===== src/rtl/memshare_iblut_remap_loader.sv =====
// rtl/memshare_iblut_remap_loader.sv - IB-LUT remap loader for a memory-share group (optional error check: MEMSHARE_IBLUT_LOADER_ERRCHK_EN)
module memshare_iblut_remap_loader #(
    parameter int QUAN_SIZE          = 4,
    parameter int SHARE_GROUP_SIZE   = 4,
    parameter int GP1_RAM_ADDR_WIDTH = 5,
    parameter int GP2_RAM_ADDR_WIDTH = 6,
    parameter logic [SHARE_GROUP_SIZE-1:0] SHARE_COL_CONFIG = 4'b1010
) (
    input  logic                                         write_clk,
    input  logic                                         rst,
    input  logic                                         start_i,
    input  logic                                         abort_i,
    input  logic [QUAN_SIZE*SHARE_GROUP_SIZE-1:0]        load_data_i,
    input  logic                                         load_valid_i,
    output logic                                         load_ready_o,
    output logic [QUAN_SIZE*SHARE_GROUP_SIZE-1:0]        remap_dataIn_o,
    output logic [GP2_RAM_ADDR_WIDTH*SHARE_GROUP_SIZE-1:0] map_remap_addr_o,
    output logic [SHARE_GROUP_SIZE-1:0]                  remap_en_n_o,
    output logic                                         busy_o,
    output logic                                         done_o,
    output logic                                         err_o
);

    localparam int AW = GP2_RAM_ADDR_WIDTH;
    localparam int A1 = GP1_RAM_ADDR_WIDTH;
    localparam int DW = QUAN_SIZE * SHARE_GROUP_SIZE;

    localparam logic [1:0] S_IDLE = 2'd0;
    localparam logic [1:0] S_LOAD = 2'd1;
    localparam logic [1:0] S_DONE = 2'd2;

    logic [1:0]                     r_state;
    logic [AW-1:0]                  r_addr_cnt;
    logic [DW-1:0]                  r_data;
    logic [AW*SHARE_GROUP_SIZE-1:0] r_addr;
    logic [SHARE_GROUP_SIZE-1:0]    r_en_n;

    logic                           w_accept;
    logic                           w_last;
    logic                           w_gp1_in_range;
    logic [AW-1:0]                  w_gp1_addr;
    logic [AW*SHARE_GROUP_SIZE-1:0] w_lane_addr;
    logic [SHARE_GROUP_SIZE-1:0]    w_lane_en_n;

    assign w_accept       = load_valid_i & (r_state == S_LOAD);
    assign w_last         = (r_addr_cnt == {AW{1'b1}});
    // GP1 RAMs are shallower: only the low half-space of the counter lands in them
    assign w_gp1_in_range = ~|r_addr_cnt[AW-1:A1];
    assign w_gp1_addr     = {{(AW-A1){1'b0}}, r_addr_cnt[A1-1:0]};

    // Per-lane address and enable selection by lane type
    for (genvar k = 0; k < SHARE_GROUP_SIZE; k++) begin : g_lane
        if (SHARE_COL_CONFIG[k]) begin : g_gp2
            assign w_lane_addr[k*AW +: AW] = r_addr_cnt;
            assign w_lane_en_n[k]          = 1'b0;
        end else begin : g_gp1
            assign w_lane_addr[k*AW +: AW] = w_gp1_addr;
            assign w_lane_en_n[k]          = ~w_gp1_in_range;
        end
    end

    // FSM, address counter and registered write port toward the IB-RAMs
    always_ff @(posedge write_clk) begin
        if (rst) begin
            r_state    <= S_IDLE;
            r_addr_cnt <= '0;
            r_data     <= '0;
            r_addr     <= '0;
            r_en_n     <= '1;
        end else begin
            r_en_n <= '1;
            if (w_accept) begin
                r_data     <= load_data_i;
                r_addr     <= w_lane_addr;
                r_en_n     <= w_lane_en_n;
                r_addr_cnt <= r_addr_cnt + 1'b1;
            end
            case (r_state)
                S_IDLE: begin
                    if (start_i) begin
                        r_state    <= S_LOAD;
                        r_addr_cnt <= '0;
                    end
                end
                S_LOAD: begin
                    // abort wins over completion so no done pulse follows it
                    if (abort_i)
                        r_state <= S_IDLE;
                    else if (w_accept && w_last)
                        r_state <= S_DONE;
                end
                default: r_state <= S_IDLE;
            endcase
        end
    end

`ifdef MEMSHARE_IBLUT_LOADER_ERRCHK_EN
    logic r_err;

    // Sticky flag for beats offered outside a load and restarts during a load
    always_ff @(posedge write_clk) begin
        if (rst)
            r_err <= 1'b0;
        else if ((load_valid_i && (r_state != S_LOAD)) || (start_i && (r_state == S_LOAD)))
            r_err <= 1'b1;
    end

    assign err_o = r_err;
`else
    assign err_o = 1'b0;
`endif

    assign load_ready_o     = (r_state == S_LOAD);
    assign busy_o           = (r_state == S_LOAD);
    assign done_o           = (r_state == S_DONE);
    assign remap_dataIn_o   = r_data;
    assign map_remap_addr_o = r_addr;
    assign remap_en_n_o     = r_en_n;

endmodule


===== config.mk =====
export PLATFORM = sky130hd
export DESIGN_NAME = memshare_iblut_remap_loader
export DESIGN_NICKNAME = d
export VERILOG_FILES = /design/src/rtl/memshare_iblut_remap_loader.sv
export SDC_FILE = /design/constraint.sdc
export NUM_CORES = 1
export LEC_CHECK = 0
export CORE_ASPECT_RATIO = 0.7
export CORE_UTILIZATION = 35
export CTS_BUF_LIST = sky130_fd_sc_hd__clkbuf_16
export DETAILED_ROUTE_END_ITERATION = 16
export GPL_TIMING_DRIVEN = 0
export PLACE_DENSITY = 0.74
export SYNTH_ARGS = -nofsm -noshare
export SYNTH_HDL_FRONTEND = slang
export SYNTH_SLANG_ARGS = --single-unit

===== constraint.sdc =====
create_clock -name write_clk -period 1.2 [get_ports write_clk]
set_input_delay 0.24 -clock write_clk [delete_from_list [all_inputs] [get_ports write_clk]]
set_output_delay 0.24 -clock write_clk [all_outputs]
set_load 0.005 [all_outputs]

==> results of run 1 <==
-- power breakdown --
| group | internal [mW] | switching (mW) | leakage (nW) | total [mW] |
|---|---|---|---|---|
| logic | 0.198 | 0.163 | 0.929 | 0.361 |
| registers | 1.09 | 0.0156 | 0.266 | 1.11 |
| clock network | 0.739 | 0.419 | 0.0648 | 1.16 |
-- how the worst max path moves through the flow --
| stage | from | slack (ns) | end | cells past startpoint |
|---|---|---|---|---|
| floorplan | r_addr_cnt[1]$_SDFF_PP0_ | -0.01 | r_addr_cnt[4]$_SDFF_PP0_ | 4 |
| global placement | load_valid_i | -0.45 | r_addr_cnt[5]$_SDFF_PP0_ | 4 |
| detailed placement | load_valid_i | -0.46 | r_addr_cnt[5]$_SDFF_PP0_ | 4 |
| CTS | map_remap_addr_o[19]$_SDFFE_PP0P_ | -0.10 | map_remap_addr_o[13] | 4 |
| global route | r_addr_cnt[1]$_SDFF_PP0_ | -0.14 | r_state[1]$_SDFFE_PP0P_ | 4 |
| finish | r_addr_cnt[0]$_SDFF_PP0_ | -0.05 | r_state[1]$_SDFFE_PP0P_ | 4 |
-- state kept, by name (all words and copies together) (netlist names) --
name / count
r_addr_cnt: 6
r_state: 2
map_remap_addr_o: 6
remap_dataIn_o: 16
remap_en_n_o: 2
-- cell usage after synthesis, drive strengths merged --
master   n
o22ai    1
buf     26
o21ai    2
o31ai    1
nand3    2
a21oi   26
or4      1
nor3     1
nand3b   1
xnor2    1
nand4b   1
dfxtp   32
nor2b    2
a21o     1
xor2     1
clkbuf   4
and3b    1
ha       1
or3      3
nand2b   1
and2b    1
conb     1
nand2   51
nor2     4
-- kinds of logic after synthesis --
group | Yosys count
AO/OA/AOI/OAI | 31
other | 1
buffers and inverters | 30
flip-flops | 32
adder cells (fa/ha/maj) | 1
AND/OR/NAND/NOR | 69
XOR/XNOR | 2
-- metal layers --
layer | vias up | GRT usage [%] | wire length [microns]
met3 | 4 | 8.98 | 278
met4 | 0 | 4.81 | 25
met5 | - | 0 | 0
li1 | 709 | - | -
met1 | 656 | 19.5 | 1720
met2 | 47 | 27.7 | 2060
-- layout make-up --
class                           count  area, sq um
Timing Repair Buffer               90          852
Buffer                             28          223
Multi-Input combinational cell    106          743
Clock inverter                      2         7.51
Sequential cell                    32          667
Fill cell                         268          923
Tap cell                           50         62.6
Clock buffer                        5          125
-- through the flow --
step	cell area [sq um]	hold WS, ns
2_1_floorplan	1360	0.376
3_3_place_gp	2060	0.441
3_5_place_dp	2060	0.446
4_1_cts	2350	0.353
5_1_grt	2680	0.391
6_report	2680	0.363
-- worst max-delay path, delay by kind of cell (launching register included) --
family                   cells  cell delay, ns
adder cells (fa/ha/maj)      1            0.13
flip-flops                   1            0.36
AND/OR/NAND/NOR              3            0.69
-- repair_timing --
| action | 4_1_cts | 5_1_grt |
|---|---|---|
| setup buffers | 18 | 9 |
| gates resized for setup | 123 | 82 |
| endpoints found under the setup margin | 70 | 37 |
| cloned | 0 | 2 |
| pin swaps | 5 | 17 |
==> qor.yml, run 1 <==
sta:
  fin_ws_ns: -0.0534
  fmax_ghz: 0.798
  slew_viols_final: 0
  finalSetupViolations: 7
  maxSlewHeadroom_pct: 52.7
  final-hold-violation-count: 0
  tightestPinTransition_ns: 0.709
  unrepaired_setup_endpoints_after_global_routing: "true"
  finalSetupTns_ns: -0.193
  min_period_over_period_pct: 104
  finClkSkew_ns: 0.00632
  timing.final.crit_period_ns: 1.25
placed_design:
  detailedPlace.worstSlack_ns: -0.457
  io_buffers: 64
  placedCellCount: 282
  detailedPlacementHpwl_microns: 2170
  place.gp.congestion: 0.726
layout:
  leading_cell_types_in_the_layout_fill_and_taps_excluded: "37 x sky130_fd_sc_hd__buf_4, 30 x sky130_fd_sc_hd__nand2_1, 23 x sky130_fd_sc_hd__dlygate4sd2_1"
  commonest_non_fill_non_tap_cell_in_the_layout: "sky130_fd_sc_hd__buf_4"
  postLayoutCoreUtil_pct: 74.4
  antenna_cells: 0
  layoutNonFillerInstCount: 313
  drive_gt1_share_pct: 51.0
  area_growth_pct: 98.9
  layout.nets: 285
die:
  floorplan.core_area_sq_um: 3600
  fp-row-count: 18
  die_area_sq_um: 4110
  floorplan.die.height_microns: 53.9
  ios: 69
  initial_utilization_pct: 37.4
  floorplan.die.width_microns: 76.2
setup_path:
  timing.critical_path.to_type: "register"
  timing.critical_path.cells: "ha_4 -> nand4b_1 -> nor3_1 -> nor2b_1"
  rr_worst_depth: 4
  crit_type: "register to register"
  cp-start-kind: "register"
  rrSetupSlack_ns: -0.05
  crit_required_ns: 1.39
  worst_path_max_delay_cell: "sky130_fd_sc_hd__dfxtp_4"
  cp_max_fo: 4
  timing.critical_path.slowest_cell_delay_ns: 0.36
  worst_r2r_startpoint: "r_addr_cnt[0]$_SDFF_PP0_"
  worstPathArrival_ns: 1.45
  worst_r2r_endpoint: "r_state[1]$_SDFFE_PP0P_"
outcome:
  run_status: "finished with violations"
  failed_checks: "negative setup slack"
cts:
  clock_tree.buffer_depth: 2
  cts_htree_levels: 2
  cts_inserted_buffers: 5
  clk-insertion-delay-late_ns: 0.28
  ctsRootBufferMaster: "sky130_fd_sc_hd__clkbuf_16"
  clock-sinks: 32
  tritoncts: "done"
  cts.hold.buffers_added: 0
  clk_pin_slew_worst_setup_hold_paths_ns: 0.05
global_routing:
  first_pass_grt_wire_length_microns: 5220
  combined_global_route_utilization_of_all_metal_layers_pct: 16.8
  initial_antenna_violation_count: 0
  first_global_vias: 1166
  grt_max_degree: 11
  grt_overflow_total: 0
pwr:
  peakVddDrop_v: 0.000841
  power_mw: 2.62
  cell_leakage_power_nw: 1.26
  p_per_area_nw_per_um2: 979
worst_hold_path:
  whs_path_depth: 2
  hold_start: "rst"
  timing.hold.worst_endpoint: "r_state[0]$_SDFFE_PP0P_"
  hold_path_class: "input pin to register"
synth:
  synthAdderAreaFrac_pct: 0.929
  yosys.cell_types.count: 25
  main_combinational_cell_family_by_area_after_synthesis: "simple AND/OR/NAND/NOR gates"
  post_synth_inst_count: 166
  synth_seq_area_share_pct: 47.5
  synthesis.area_sq_um: 1350
  synthesis.yosys.warnings: 0
  synthDominantCellAreaShare_pct: 47.5
  synth-compound-area-share_pct: 12.0
  yosys-mux-area-fraction_pct: 0
  yosys_register_bits: 32
  synthXorXnorAreaFrac_pct: 1.30
  post_synth.cell_area_avg_sq_um: 8.12
  synthSimpleGateAreaFrac_pct: 23.1
  synth.top_cells.by_area: "sky130_fd_sc_hd__dfxtp_1 48%, sky130_fd_sc_hd__nand2_1 14%, sky130_fd_sc_hd__buf_4 12%"
  synth_area_leader_cell: "sky130_fd_sc_hd__dfxtp_1"
run:
  max_cap_viol_count: 0
drt:
  vias_per_cell: 4.52
  dr.first_iter.drc_count: 47
  first_pass_iters: 3
  wl_microns: 4080
  drcViolationCount: 0
  ant_nets: 0
  detailed_route_via_count: 1416
  wire_per_inst_microns: 13.0
(Power assumes the default switching activity.)
==> inputs of run 2 (changes only) <==
CORE_MARGIN = 4   (was unset)
==> qor.yml, run 2 (synthesis results as in run 1) <==
layout:
  antenna_cells: 0
  area_growth_pct: 80.5
  largest_register_ffs: 16
  commonest_non_fill_non_tap_cell_in_the_layout: "sky130_fd_sc_hd__nand2_1"
  postLayoutCoreUtil_pct: 67.5
  drive_gt1_share_pct: 33.2
  layout.nets: 277
  leading_cell_types_in_the_layout_fill_and_taps_excluded: "51 x sky130_fd_sc_hd__nand2_1, 31 x sky130_fd_sc_hd__buf_6, 24 x sky130_fd_sc_hd__dlygate4sd2_1"
sta:
  fin_ws_ns: -0.0616
  fmax_ghz: 0.793
  slew_viols_final: 0
  unrepaired_setup_endpoints_after_global_routing: "true"
  min_period_over_period_pct: 105
  timing.final.crit_period_ns: 1.26
  whs_ns: 0.348
  finalSetupViolations: 6
  finalSetupTns_ns: -0.322
  finClkSkew_ns: 0.00185
  final-hold-violation-count: 0
outcome:
  run_status: "finished with violations"
  failed_checks: "negative setup slack"
die:
  floorplan.core_area_sq_um: 3600
  die_area_sq_um: 4920
  initial_utilization_pct: 37.4
  floorplan.die.height_microns: 59.9
  floorplan.die.width_microns: 82.2
  ios: 69
  fp-row-count: 18
setup_path:
  rrSetupSlack_ns: -0.06
  crit_type: "register to register"
  worstPathArrival_ns: 1.47
  cp-start-kind: "register"
  worst_r2r_startpoint: "r_addr_cnt[1]$_SDFF_PP0_"
  rr_worst_depth: 4
  timing.critical_path.to_type: "register"
  cp_max_fo: 4
  startpoint: "r_addr_cnt[1]$_SDFF_PP0_"
  worst_r2r_endpoint: "r_addr_cnt[4]$_SDFF_PP0_"
  crit_required_ns: 1.40
run:
  max_cap_viol_count: 0
global_routing:
  first_pass_grt_wire_length_microns: 5810
  grt_max_degree: 11
  grt_overflow_total: 0
  combined_global_route_utilization_of_all_metal_layers_pct: 15.7
  first_global_vias: 1307
  initial_antenna_violation_count: 0
cts:
  cts_htree_levels: 2
  clock-sinks: 32
  tritoncts: "done"
  ctsRootBufferMaster: "sky130_fd_sc_hd__clkbuf_16"
  clk-insertion-delay-late_ns: 0.27
  clock_tree.buffer_depth: 2
  cts_inserted_buffers: 5
  clk_pin_slew_worst_setup_hold_paths_ns: 0.05
  cts.hold.buffers_added: 0
drt:
  dr.first_iter.drc_count: 45
  wl_microns: 3720
  ant_nets: 0
  wire_per_inst_microns: 12.1
  drcViolationCount: 0
  detailed_route_via_count: 1347
  first_pass_iters: 4
  vias_per_cell: 4.40
worst_hold_path:
  hold_path_class: "input pin to register"
  whs_path_depth: 2
  timing.hold.worst_endpoint: "r_state[0]$_SDFFE_PP0P_"
  hold_start: "rst"
pwr:
  peakVddDrop_v: 0.000711
  cell_leakage_power_nw: 1.10
  p_per_area_nw_per_um2: 1040
  power_mw: 2.53
placed_design:
  detailedPlacementHpwl_microns: 2430
  place.gp.congestion: 0.781
  io_buffers: 64
## run 2: cell count changes in the layout (fill, tap and decap cells not counted), moves of 2 or more
| cell | change |
|---|---|
| sky130_fd_sc_hd__clkbuf_16 | -2 |
| sky130_fd_sc_hd__a21oi_2 | -17 |
| sky130_fd_sc_hd__inv_1 | +2 |
| sky130_fd_sc_hd__nand2_2 | -9 |
| sky130_fd_sc_hd__buf_6 | +12 |
| sky130_fd_sc_hd__nand2_4 | -12 |
| sky130_fd_sc_hd__a21oi_1 | +17 |
| sky130_fd_sc_hd__dfxtp_1 | +3 |
| sky130_fd_sc_hd__buf_4 | -14 |
| sky130_fd_sc_hd__dfxtp_2 | -4 |
| sky130_fd_sc_hd__nand2_1 | +21 |
| sky130_fd_sc_hd__clkdlybuf4s15_1 | -3 |
## run 2: area by class of cell
cell class | count | area [sq um]
fill | 328 | 1170
timing repair buffer | 81 | 764
buffer | 29 | 249
tap | 50 | 62.6
clock buffer | 5 | 125
multi-input combinational | 106 | 554
clock inverter | 3 | 11.3
sequential | 32 | 666
## run 2: power by group
part	internal (mW)	switching, mW
Combinational	0.166	0.116
Sequential	1.09	0.0162
Clock	0.742	0.402
Total	2.00	0.534
## run 2: timing repair
item                       CTS  global route
pin swaps                    6             1
buffers inserted            17             2
gates resized for setup    131            31
setup endpoints to repair   70            41
## run 2: worst max-delay path, cell delays in order, from the launching register on
cell and delay (ns):
sky130_fd_sc_hd__dfxtp_2 0.36, sky130_fd_sc_hd__ha_4 0.14, sky130_fd_sc_hd__nand4b_1 0.17, sky130_fd_sc_hd__or3_1 0.39
sky130_fd_sc_hd__a21oi_2 0.14
## run 2: worst max path at each step
stage                                    end
floorplan           r_addr_cnt[4]$_SDFF_PP0_
global placement    r_addr_cnt[5]$_SDFF_PP0_
detailed placement  r_addr_cnt[5]$_SDFF_PP0_
CTS                     map_remap_addr_o[19]
global route        r_addr_cnt[4]$_SDFF_PP0_
finish              r_addr_cnt[4]$_SDFF_PP0_
## run 2: stage by stage
| stage | instances | instance area [sq um] | setup WS (ns) |
|---|---|---|---|
| floorplan | 168 | 1360 | -0.0144 |
| CTS | 307 | 2340 | -0.0864 |
| global placement | 282 | 2060 | -0.449 |
| finish | 306 | 2430 | -0.0616 |
| detailed placement | 282 | 2060 | -0.480 |
| global route | 306 | 2430 | -0.107 |
## run 2: per-layer routing
layer	global-route usage, %	part of all wire, %	up-vias	routed length (microns)
li1	-	-	693	-
met3	7.98	13	7	493
met2	25.1	45	59	1660
met5	0	0	-	0
met4	5.69	1.5	0	56
met1	18.1	40	588	1500
==> inputs of run 3 (changes only) <==
clock period = 1.1 ns   (was 1.2 ns; I/O delays follow)
==> qor.yml, run 3 (synthesis results as in run 1) <==
setup_path:
  crit_type: "register to output port"
  timing.critical_path.to_type: "output port"
  worstPathArrival_ns: 1.00
  crit_required_ns: 0.88
  cp-start-kind: "register"
  cp_max_fo: 3
drt:
  ant_nets: 0
  wl_microns: 4090
  vias_per_cell: 4.56
  dr.first_iter.drc_count: 44
  drcViolationCount: 0
  first_pass_iters: 4
  wire_per_inst_microns: 13.0
  detailed_route_via_count: 1433
global_routing:
  initial_antenna_violation_count: 0
  first_pass_grt_wire_length_microns: 6000
  grt_overflow_total: 0
  combined_global_route_utilization_of_all_metal_layers_pct: 16.3
  grt_max_degree: 11
  first_global_vias: 1310
sta:
  timing.final.crit_period_ns: 1.22
  unrepaired_setup_endpoints_after_global_routing: "true"
  maxSlewHeadroom_pct: 53.0
  tightestPinTransition_ns: 0.705
  fin_ws_ns: -0.122
  whs_ns: 0.351
  fmax_ghz: 0.818
  final-hold-violation-count: 0
  finalSetupViolations: 46
  finClkSkew_ns: 0.00154
  slew_viols_final: 0
  min_period_over_period_pct: 111
  finalSetupTns_ns: -2.92
die:
  floorplan.die.width_microns: 82.2
  die_area_sq_um: 4920
  initial_utilization_pct: 37.4
  fp-row-count: 18
  floorplan.die.height_microns: 59.9
  floorplan.core_area_sq_um: 3600
  ios: 69
layout:
  layout.nets: 286
  commonest_non_fill_non_tap_cell_in_the_layout: "sky130_fd_sc_hd__buf_6"
  antenna_cells: 0
  drive_gt1_share_pct: 56.4
  layoutNonFillerInstCount: 314
  leading_cell_types_in_the_layout_fill_and_taps_excluded: "38 x sky130_fd_sc_hd__buf_6, 27 x sky130_fd_sc_hd__nand2_1, 23 x sky130_fd_sc_hd__buf_4"
  area_growth_pct: 105
  postLayoutCoreUtil_pct: 76.6
  largest_register_ffs: 16
cts:
  cts_htree_levels: 2
  cts.hold.buffers_added: 0
  clk-insertion-delay-late_ns: 0.27
  cts_inserted_buffers: 5
  clock-sinks: 32
  clock_tree.buffer_depth: 2
  tritoncts: "done"
  clk_pin_slew_worst_setup_hold_paths_ns: 0.05
  ctsRootBufferMaster: "sky130_fd_sc_hd__clkbuf_16"
pwr:
  p_per_area_nw_per_um2: 1040
  cell_leakage_power_nw: 1.29
  power_mw: 2.88
  seqPwrFrac_pct: 41.7
  p_sw_mw: 0.658
  switching_share_pct: 22.8
  peakVddDrop_v: 0.000667
  power.internal_mw: 2.22
  power.combinational.fraction_pct: 14.1
  clock_power_share_pct: 44.1
outcome:
  run_status: "finished with violations"
  failed_checks: "negative setup slack"
placed_design:
  placedCellCount: 282
  place.gp.congestion: 0.726
  detailedPlacementHpwl_microns: 2390
  io_buffers: 64
run:
  max_cap_viol_count: 0
worst_hold_path:
  hold_path_class: "input pin to register"
run 3: cell count changes in the layout (fill, tap and decap cells not counted), moves of 3 or more:
cell / previous run / this run
sky130_fd_sc_hd__a21oi_1: 23 / 5
sky130_fd_sc_hd__buf_6: 31 / 38
sky130_fd_sc_hd__dlygate4sd2_1: 24 / 17
sky130_fd_sc_hd__a21oi_2: 3 / 21
sky130_fd_sc_hd__nand2_1: 51 / 27
sky130_fd_sc_hd__dfxtp_1: 20 / 16
sky130_fd_sc_hd__nand2_4: 0 / 14
sky130_fd_sc_hd__nand2_2: 0 / 10
sky130_fd_sc_hd__buf_2: 4 / 8
sky130_fd_sc_hd__dfxtp_2: 8 / 11
run 3: metrics by stage:
stage	instance area [sq um]	worst slack [ns]
after floorplan	1360	-0.0390
after global placement	2060	-0.511
after detailed placement	2060	-0.534
after CTS	2550	-0.186
after global routing	2760	-0.165
final	2760	-0.122
run 3: worst paths after layout:
path	start	endpoint	slack, ns	depth (start not counted)
hold / removal	rst	remap_dataIn_o[8]$_SDFFE_PP0P_	0.35	2
setup reg to reg	r_state[0]$_SDFFE_PP0P_	r_addr_cnt[0]$_SDFF_PP0_	-0.11	6
hold reg to reg	remap_dataIn_o[15]$_SDFFE_PP0P_	remap_dataIn_o[15]$_SDFFE_PP0P_	0.46	2
setup / recovery	r_state[0]$_SDFFE_PP0P_	done_o	-0.12	3
run 3: what timing repair did:
item | CTS | global route
endpoints found under the setup margin | 71 | 55
gates resized for setup | 199 | 60
gates cloned | 2 | 0
pin swaps | 28 | 7
buffers inserted | 22 | 8
run 3: cell type report:
| class | instances | area [sq um] |
|---|---|---|
| timing repair buffer | 92 | 865 |
| multi-input combinational | 106 | 771 |
| tap | 50 | 62.6 |
| clock buffer | 5 | 125 |
| fill | 248 | 842 |
| sequential | 32 | 673 |
| clock inverter | 2 | 8.76 |
| buffer | 27 | 256 |
run 3: critical path, stage by stage, from the launching register on:
cell	delay [ns]
sky130_fd_sc_hd__dfxtp_4	0.35
sky130_fd_sc_hd__buf_6	0.11
sky130_fd_sc_hd__and2b_1	0.17
sky130_fd_sc_hd__buf_2	0.10
run 3: power by group through the flow:
stage	Combinational, mW	Clock, mW	Sequential (mW)
finish	0.407	1.27	1.20
global route	0.438	1.35	1.21
CTS	0.353	1.29	1.20
detailed placement	0.275	0	1.24
global placement	0.274	0	1.24
floorplan	0.110	0	1.24
run 3: routing by layer:
layer / up-vias / part of all wire, % / track usage [%]
li1: 708 / - / -
met3: 7 / 10 / 7.38
met2: 58 / 47 / 26.5
met1: 660 / 41 / 18.9
met4: 0 / 1.5 / 6.40
met5: - / 0 / 0
